==> config.mk <==
export PLATFORM = sky130hd
export DESIGN_NAME = sync_fifo_ctrl
export DESIGN_NICKNAME = d
export VERILOG_FILES = /design/src/rtl/sync_fifo_ctrl.sv
export SDC_FILE = /design/constraint.sdc
export NUM_CORES = 1
export LEC_CHECK = 0
export CAP_MARGIN = 0
export CORE_MARGIN = 10
export CORE_UTILIZATION = 41
export CTS_BUF_LIST = sky130_fd_sc_hd__clkbuf_16
export DETAILED_ROUTE_END_ITERATION = 8
export PLACE_DENSITY = 0.79
export SLEW_MARGIN = 20
export SYNTH_ARGS = -nofsm -noshare
export SYNTH_HDL_FRONTEND = slang
export SYNTH_SLANG_ARGS = --single-unit
==> constraint.sdc <==
create_clock -name CLK -period 3.7 [get_ports CLK]
set_clock_uncertainty 0.1 [all_clocks]
set_input_delay 0.74 -clock CLK [delete_from_list [all_inputs] [get_ports CLK]]
set_output_delay 0.74 -clock CLK [all_outputs]
set_load 0.05 [all_outputs]
==> src/rtl/sync_fifo_ctrl.sv <==
// sync_fifo_ctrl: single-clock FIFO controller wrapped around an external
// simple dual-port RAM. Port A is the write port. Port B is a registered read
// port with one cycle of latency. A 2-entry output buffer is kept filled ahead
// of the consumer, which gives first-word-fall-through behaviour at one word
// per cycle.
//
// Optional feature: define SYNC_FIFO_LEVEL_EN to add the LEVEL output, which
// reports the total number of words held.
//
// Handshake: a beat transfers on a rising CLK edge where VALID and READY are
// both high. VALID does not wait for READY. Once VALID is raised, it and DATA
// stay stable until the transfer completes.
module sync_fifo_ctrl #(
  parameter int DWIDTH = 32,
  parameter int AWIDTH = 5
) (
  input  logic              CLK,
  input  logic              RST_N,
  input  logic              S_VALID,
  output logic              S_READY,
  input  logic [DWIDTH-1:0] S_DATA,
  output logic              M_VALID,
  input  logic              M_READY,
  output logic [DWIDTH-1:0] M_DATA,
  output logic              RAM_ENA,
  output logic              RAM_WEA,
  output logic [AWIDTH-1:0] RAM_ADDRA,
  output logic [DWIDTH-1:0] RAM_DINA,
  output logic              RAM_ENB,
  output logic [AWIDTH-1:0] RAM_ADDRB,
  input  logic [DWIDTH-1:0] RAM_DOUTB
`ifdef SYNC_FIFO_LEVEL_EN
  ,
  output logic [AWIDTH+1:0] LEVEL
`endif
);

  localparam int DEPTH = 1 << AWIDTH;
  localparam logic [AWIDTH:0] FULL_CNT = (AWIDTH+1)'(DEPTH);

  logic [AWIDTH-1:0] wr_ptr_q, wr_ptr_d;
  logic [AWIDTH-1:0] rd_ptr_q, rd_ptr_d;
  logic [AWIDTH:0]   ram_cnt_q, ram_cnt_d;
  logic              rd_pend_q;
  logic [1:0]        out_cnt_q, out_cnt_d;
  logic [DWIDTH-1:0] buf0_q, buf0_d;  // head of the output buffer
  logic [DWIDTH-1:0] buf1_q, buf1_d;

  logic       push;
  logic       pop;
  logic       issue;
  logic [2:0] occ_after_pop;
  logic [1:0] fill_slot;

  // Compute the handshakes and drive the RAM ports straight from the current state.
  always_comb begin
    S_READY   = RST_N && (ram_cnt_q != FULL_CNT);
    push      = S_VALID && S_READY;
    M_VALID   = (out_cnt_q != 2'd0);
    pop       = M_VALID && M_READY;
    // Count buffer slots that are occupied or already claimed by a pending read.
    // A read is issued only when that count leaves room after this cycle's pop.
    occ_after_pop = {1'b0, out_cnt_q} + {2'b00, rd_pend_q} - {2'b00, pop};
    issue     = (ram_cnt_q != '0) && (occ_after_pop < 3'd2);
    RAM_ENA   = push;
    RAM_WEA   = push;
    RAM_ADDRA = wr_ptr_q;
    RAM_DINA  = S_DATA;
    RAM_ENB   = issue;
    RAM_ADDRB = rd_ptr_q;
    M_DATA    = buf0_q;
  end

  // Next-state logic for the pointers, the counters and the ordered output buffer.
  always_comb begin
    wr_ptr_d  = push  ? wr_ptr_q + 1'b1 : wr_ptr_q;
    rd_ptr_d  = issue ? rd_ptr_q + 1'b1 : rd_ptr_q;
    ram_cnt_d = ram_cnt_q + {{AWIDTH{1'b0}}, push} - {{AWIDTH{1'b0}}, issue};
    out_cnt_d = out_cnt_q + {1'b0, rd_pend_q} - {1'b0, pop};
    buf0_d    = buf0_q;
    buf1_d    = buf1_q;
    // The head is shifted forward only when a second word is behind it.
    // Otherwise the head keeps its last value after it is consumed.
    if (pop && (out_cnt_q == 2'd2)) begin
      buf0_d = buf1_q;
    end
    // Returning read data goes behind whatever word is still buffered.
    fill_slot = out_cnt_q - {1'b0, pop};
    if (rd_pend_q) begin
      if (fill_slot == 2'd0) begin
        buf0_d = RAM_DOUTB;
      end else begin
        buf1_d = RAM_DOUTB;
      end
    end
  end

  // State registers. Reset is asynchronous, and it also discards any in-flight read.
  always_ff @(posedge CLK or negedge RST_N) begin
    if (!RST_N) begin
      wr_ptr_q  <= '0;
      rd_ptr_q  <= '0;
      ram_cnt_q <= '0;
      rd_pend_q <= 1'b0;
      out_cnt_q <= 2'd0;
      buf0_q    <= '0;
      buf1_q    <= '0;
    end else begin
      wr_ptr_q  <= wr_ptr_d;
      rd_ptr_q  <= rd_ptr_d;
      ram_cnt_q <= ram_cnt_d;
      rd_pend_q <= issue;
      out_cnt_q <= out_cnt_d;
      buf0_q    <= buf0_d;
      buf1_q    <= buf1_d;
    end
  end

`ifdef SYNC_FIFO_LEVEL_EN
  // Total occupancy: words in the RAM, plus a read in flight, plus buffered words.
  assign LEVEL = {1'b0, ram_cnt_q}
               + {{(AWIDTH+1){1'b0}}, rd_pend_q}
               + {{AWIDTH{1'b0}}, out_cnt_q};
`endif

endmodule

==> results_dict.tcl <==
set metrics [dict create \
    p_seq_frac 0.284 \
    tritoncts "done" \
    powerDensity_nw_per_um2 1100 \
    synth_edf_count 0 \
    reg2reg_from "out_cnt_q[1]$_DFF_PN0_" \
    seqCellArea_sq_um 2080 \
    ys_types 34 \
    syn_to_final_growth_pct 27.1 \
    dieArea_sq_um 14800 \
    h-tree-depth 3 \
    multi_input_comb_area_sq_um 1830 \
    async_flop_share 1.00 \
    dp.cells 486 \
    p_int_uw 3430 \
    ys_top_cells_by_area "dfrtp_1 49%, mux2_1 17%, mux2_4 11%" \
    p_clk_frac 0.141 \
    clockRootBuffer "clkbuf_16" \
    dp_slack_ns -0.0857 \
    maxSlewViolCount 0 \
    final_hold_viol_count 0 \
    leakagePower_uw 0.00244 \
    synth_common_cells "83 x dfrtp_1, 62 x mux2_1, 33 x buf_4, 30 x mux2_4, 13 x ha_1" \
    fin_crit_sh 0.893 \
    finalSetupTns_ns 0 \
    ys_seq_area_frac 0.492 \
    worstSkewPairLatency_ns 0.33 \
    wl_per_cell_microns 17.1 \
    numPortBuffers 82 \
    synth_top_area_frac 0.492 \
    peakVddDrop_uv 945 \
    clk_pin_slew_ns 0.06 \
    maxCapViolations 0 \
    grt_overflow_total 0 \
    grt_max_degree 57 \
    fmax_ghz 0.303 \
    io_pins 147 \
    drt_wl_total_microns 8600 \
    routabilityCongestion 0.766 \
    vias 2460 \
    ys_ff_latch 83 \
    numCtsBuffers 9 \
    use_met2 0.190 \
    period_minus_slack_ns 3.30 \
    final_cell_area_sq_um 5360 \
    clk_path_buf_depth 2 \
    p_sw_uw 2460 \
    cp.required_ns 2.86 \
    slew_headroom 0.534 \
    final_cells 502 \
    start_util 0.426 \
    post-dp-hpwl_microns 6250 \
    synthCells 301 \
    netlist_area_sq_um 4220 \
    startpoint "M_READY" \
    rsz0062_at_grt "no" \
    met1_usage 0.146 \
    grt_pass1_vias 2749 \
    fillerInstances 828 \
    busiest_layer "met2" \
    yosysTopAreaCell "dfrtp_1" \
    antenna_left 0 \
    setup_slack_ns 0.396 \
    first_pass_iters 4 \
    holdBufCountCts 0 \
    drtIter0Drc 109 \
    postSynthAreaPerCell_sq_um 14.0 \
    swShare 0.418 \
    yosys_warnings 0 \
    timing.hold.worst.class "in -> async" \
    nNetsFinal 447 \
    startpoint_type "input pin" \
    fp.coreArea_sq_um 9910 \
    dpl-instance-area_sq_um 5080 \
    drc 0 \
    drive_gt1_frac 0.220 \
    die_w_microns 121 \
    p_comb_frac 0.575 \
    r2r-end "ram_cnt_q[5]$_DFF_PN0_" \
    arrival_ns 2.46 \
    rrSetupSlack_ns 0.57 \
    power.total_uw 5890 \
    critPathKind "in -> out" \
    syn_nets 384 \
    antenna_found_initial 1 \
    finalSetupViolCount 0 \
    worst_pin_slew_ns 0.700 \
    cp_max_fo 4 \
    worstSetupEndpointType "output pin" \
    crit_end "RAM_ENB" \
    ys.flop_type "dfrtp_1" \
    die_y_microns 121 \
    synth_most_common_cell "dfrtp_1" \
    routed_via_density 4.90 \
    cts.sinks 83 \
    grt_pass1_wl_microns 14200 \
    outcome "finished, final reports clean" \
    placementRows 36 \
    antenna-diode-count 0 \
    r2r_cells 13 \
    track_usage 0.120 \
    grt.met3_usage 0.0423 \
]
## logic make-up (layout without fill, tap and decap cells)
| family | after synthesis | after routing | share of synthesized area |
|---|---|---|---|
| AOI/OAI and AO/OA | 10 | 10 | 0.0166 |
| and+or+nand+nor | 27 | 27 | 0.0433 |
| xor gates and xnor gates | 12 | 12 | 0.0249 |
| adders and majority gates | 15 | 15 | 0.0480 |
| buffers and inverters | 56 | 124 | 0.0871 |
| muxes | 98 | 98 | 0.288 |
| DFF | 83 | 83 | 0.492 |
## worst min path at each step
stage | start | to | cells after the start
after floorplan | RST_N | M_DATA[0]$_DFF_PN0_ | 0
after global placement | buf1_q[9]$_DFFE_PN0P_ | buf1_q[9]$_DFFE_PN0P_ | 1
after detailed placement | RAM_ADDRB[4]$_DFFE_PN0P_ | RAM_ADDRB[4]$_DFFE_PN0P_ | 1
after CTS | RST_N | RAM_ADDRA[1]$_DFFE_PN0P_ | 1
after global routing | RST_N | RAM_ADDRB[1]$_DFFE_PN0P_ | 1
final | RST_N | RAM_ADDRB[1]$_DFFE_PN0P_ | 1
## routing by layer
layer | part of all wire | vias up
met1 | 0.45 | 1224
met2 | 0.46 | 74
met4 | 0.017 | 2
met3 | 0.071 | 19
met5 | 0.00081 | -
li1 | - | 1141
## power groups by stage
stage | Clock, uW | Sequential (uW) | Combinational [uW]
6_report | 829 | 1670 | 3380
4_1_cts | 854 | 1680 | 3420
3_5_place_dp | 0 | 1700 | 3410
3_3_place_gp | 0 | 1670 | 3310
2_1_floorplan | 0 | 2440 | 1680
5_1_grt | 890 | 1750 | 3630
## cell usage in the layout, fill, tap and decap left out, types with 2 or more instances in the layout
master | Yosys | layout
fa_2 | 0 | 2
mux2_2 | 6 | 6
inv_1 | 12 | 12
mux2_1 | 62 | 62
mux2_4 | 30 | 30
clkbuf_16 | 0 | 9
nor3_1 | 5 | 4
nand2_1 | 5 | 5
dfrtp_1 | 83 | 83
o21ai_0 | 2 | 2
buf_4 | 33 | 12
buf_12 | 0 | 4
nor2b_1 | 3 | 3
nor2_1 | 2 | 2
a21oi_1 | 2 | 2
nor4b_1 | 2 | 2
clkdlybuf4s50_1 | 0 | 77
inv_6 | 0 | 2
clkinvlp_4 | 0 | 3
xor2_1 | 12 | 11
o21bai_1 | 2 | 2
ha_1 | 13 | 11
nand3_1 | 2 | 2
## worst max-delay path, cell delays in order
cell            delay (ns)
dlymetal6s2s_1        0.18
nand3b_4              0.09
o21ai_0               0.09
ha_1                  0.16
inv_1                 0.05
fa_2                  0.54
inv_1                 0.08
nor3_4                0.24
buf_6                 0.16
buf_12                0.13
## through the flow
stage / utilization / hold slack, ns
2_1_floorplan: - / 0.344
3_3_place_gp: 0.513 / 0.366
3_5_place_dp: 0.513 / 0.362
4_1_cts: 0.541 / 0.110
5_1_grt: 0.541 / 0.109
6_report: 0.541 / 0.123
## layout make-up
class,count,share of cell area
well taps,133,0.0310
multi-input cells,162,0.341
inverters,13,0.00910
repair buffers,95,0.180
clock buffers,9,0.0420
clock inverters,7,0.00980
flip-flops and latches,83,0.387
## state kept, by name (all words and copies together) (netlist names)
name	flops
RAM_ADDRA	5
buf1_q	32
ram_cnt_q	6
M_DATA	32
RAM_ADDRB	5
out_cnt_q	2
rd_pend_q	1
## timing repair
item | in CTS | in global routing
buffers inserted | 0 | 0
setup endpoints to repair | 0 | 1
gates resized for setup | 0 | 2
Note: power is estimated with default switching activity, not from simulation.
==> RTL edit: new RTL, same settings <==
The option `SYNC_FIFO_LEVEL_EN` is turned on by a define.
--- a/src/rtl/sync_fifo_ctrl.sv
+++ b/src/rtl/sync_fifo_ctrl.sv
@@ -10,6 +10,8 @@
 // Handshake: a beat transfers on a rising CLK edge where VALID and READY are
 // both high. VALID does not wait for READY. Once VALID is raised, it and DATA
 // stay stable until the transfer completes.
+`define SYNC_FIFO_LEVEL_EN
+
 module sync_fifo_ctrl #(
   parameter int DWIDTH = 32,
   parameter int AWIDTH = 5
Function (old outputs only; new: LEVEL): kept (equiv_simple and equiv_induct, registers matched by name and starting in step).
==> RTL edit against the original RTL <==
Setup slack lost 0.21 ns; via count is 8.3% higher; die area fell by 2.6%; first-iteration DRC count down 27%; synthesized area is 3.1% lower; cell area about the same; sequential cell count stayed put; critical endpoint is now LEVEL[2]; non-clock buffer count is 11 higher; global-route usage is 1.2 points higher; wire length is 8.0% higher; sequential share of layout area barely moved.
Power is not shown: default switching activity piles up to over one toggle a cycle in this logic, so the estimate is an artifact.
==> RTL edit: results (changes against the original RTL) <==
[min_path]
min_path_type=register to register  ; was input port to async pin
min-delay-start=RAM_ADDRA[4]

[synth]
synthArstFlopShare=1.00  ; unchanged
syn_area_per_cell_um2=11.8  ; was 14.0 um^2
yosysSeqAreaShare=0.508  ; was 0.492
synth_ff_type=dfrtp_1  ; unchanged
synth_commonest_cells=83 x dfrtp_1, 38 x nand2_1, 34 x buf_4  ; was 83 x dfrtp_1, 62 x mux2_1, 33 x buf_4
synth_nets=437  ; was 384
yosys-top-cells-area=dfrtp_1 51%, mux2_2 8.8%, mux2i_1 7.8%  ; was dfrtp_1 49%, mux2_1 17%, mux2_4 11%
yosysUniqueCellTypes=31  ; was 34
ys_warn_count=0  ; unchanged

[worst_setup_path]
crit_start=rd_pend_q  ; was M_READY
arrival_ns=2.67  ; was 2.46 ns
worstPathMaxFanout=3  ; was 4
ff2ff_setup_slack_ns=0.29  ; was 0.57 ns
r2r_start=out_cnt_q[1]  ; unchanged

[detailed_routing]
num_vias=2664  ; was 2460
dr.pass1.iters=4  ; unchanged
drt_iter0_drc=80  ; was 109
drc=0  ; unchanged
wl_per_cell_um=16.7  ; was 17.1 um
vias_per_cell=4.78  ; was 4.90

[placement]
dp_hpwl_um=6620  ; was 6250 um
pre_cts_ws_ns=-0.273  ; was -0.0857 ns
dp.cells=538  ; was 486
place_area_um2=5040  ; was 5080 um^2
portBuffers=89  ; was 82
place_congestion=0.778  ; was 0.766

[final_layout]
fillers=849  ; was 828
drive_above_1_share=0.200  ; was 0.220
diodes=0  ; unchanged
final_nets=508  ; was 447

[timing]
fin_crit_sh=0.949  ; was 0.893
fin_tns_setup_ns=0  ; unchanged
finalSetupViolations=0  ; unchanged
slew_headroom=0.597  ; was 0.534
finalHoldWorstSlack_ns=0.383  ; was 0.123 ns

[global_route]
grt_pass1_wl_um=15400  ; was 14200 um
grt_max_degree=49  ; was 57
grt_pass1_vias=2937  ; was 2749
grt_antenna_before_repair=0  ; was 1
grtUsageTotal=0.132  ; was 0.120

[clock_network]
clock-root-buffer=clkbuf_16  ; unchanged
h-tree-depth=3  ; unchanged
cts_buffer_depth=2  ; unchanged
ctsResizeCount=0  ; unchanged
clk_pin_slew_ns=0.07
post_cts_buffers=0  ; unchanged
clock_latency_ns=0.33  ; about the same
numCtsBuffers=9  ; unchanged

[status]
status=finished clean  ; unchanged

-- RTL edit: changes by cell type after synthesis, moves of 5 or more --
cell     change
mux2_1      -60
nand2_1     +33
mux2i_1     +32
mux2_4      -30
o21ai_0     +30
mux2_2      +26
xnor2_1     +10
inv_1        +8
buf_2        +7
nor3_1       -5
xor2_1       -5
-- RTL edit: logic make-up (layout without fill, tap and decap cells) --
family	count (synthesis)	after routing	synth area share
DFF	83	83	0.508
adders and majority gates	21	21	0.0716
muxes	66	66	0.172
xor gates and xnor gates	17	17	0.0364
and+or+nand+nor	49	49	0.0551
AOI/OAI and AO/OA	45	45	0.0615
buffers and inverters	67	143	0.0957
-- RTL edit: critical path: stages, from the launching register on --
cell	delay, ns
dfrtp_1	0.47
inv_1	0.15
fa_1	0.44
inv_1	0.08
fa_1	0.21
xor2_1	0.16
clkdlybuf4s50_1	0.82
-- RTL edit: final cells by class --
cell class	count	area, um^2	area share
sequential	83	2080	0.387
multi-input combinational	198	1720	0.320
timing repair buffer	106	1060	0.198
clock buffer	9	225	0.0420
tap	133	166	0.0310
inverter	21	81.3	0.0152
clock inverter	7	36.3	0.00677
-- RTL edit: layer usage --
metal / global-route usage / share of wire / up-vias
met2: 0.213 / 0.49 / 83
met3: 0.0605 / 0.081 / 10
li1: - / - / 1273
met1: 0.157 / 0.42 / 1298
met5: 0 / 0 / -
met4: 0.0324 / 0.0057 / 0
-- RTL edit: worst paths after layout --
check	to	depth (start not counted)
worst max-delay path	LEVEL[2]	6
worst min-delay path	RAM_ADDRA[4]	1
worst max register to register	ram_cnt_q[4]	16
worst min register to register	RAM_ADDRA[4]	1
max in group asynchronous	M_DATA[5]	3
min in group asynchronous	out_cnt_q[0]	2
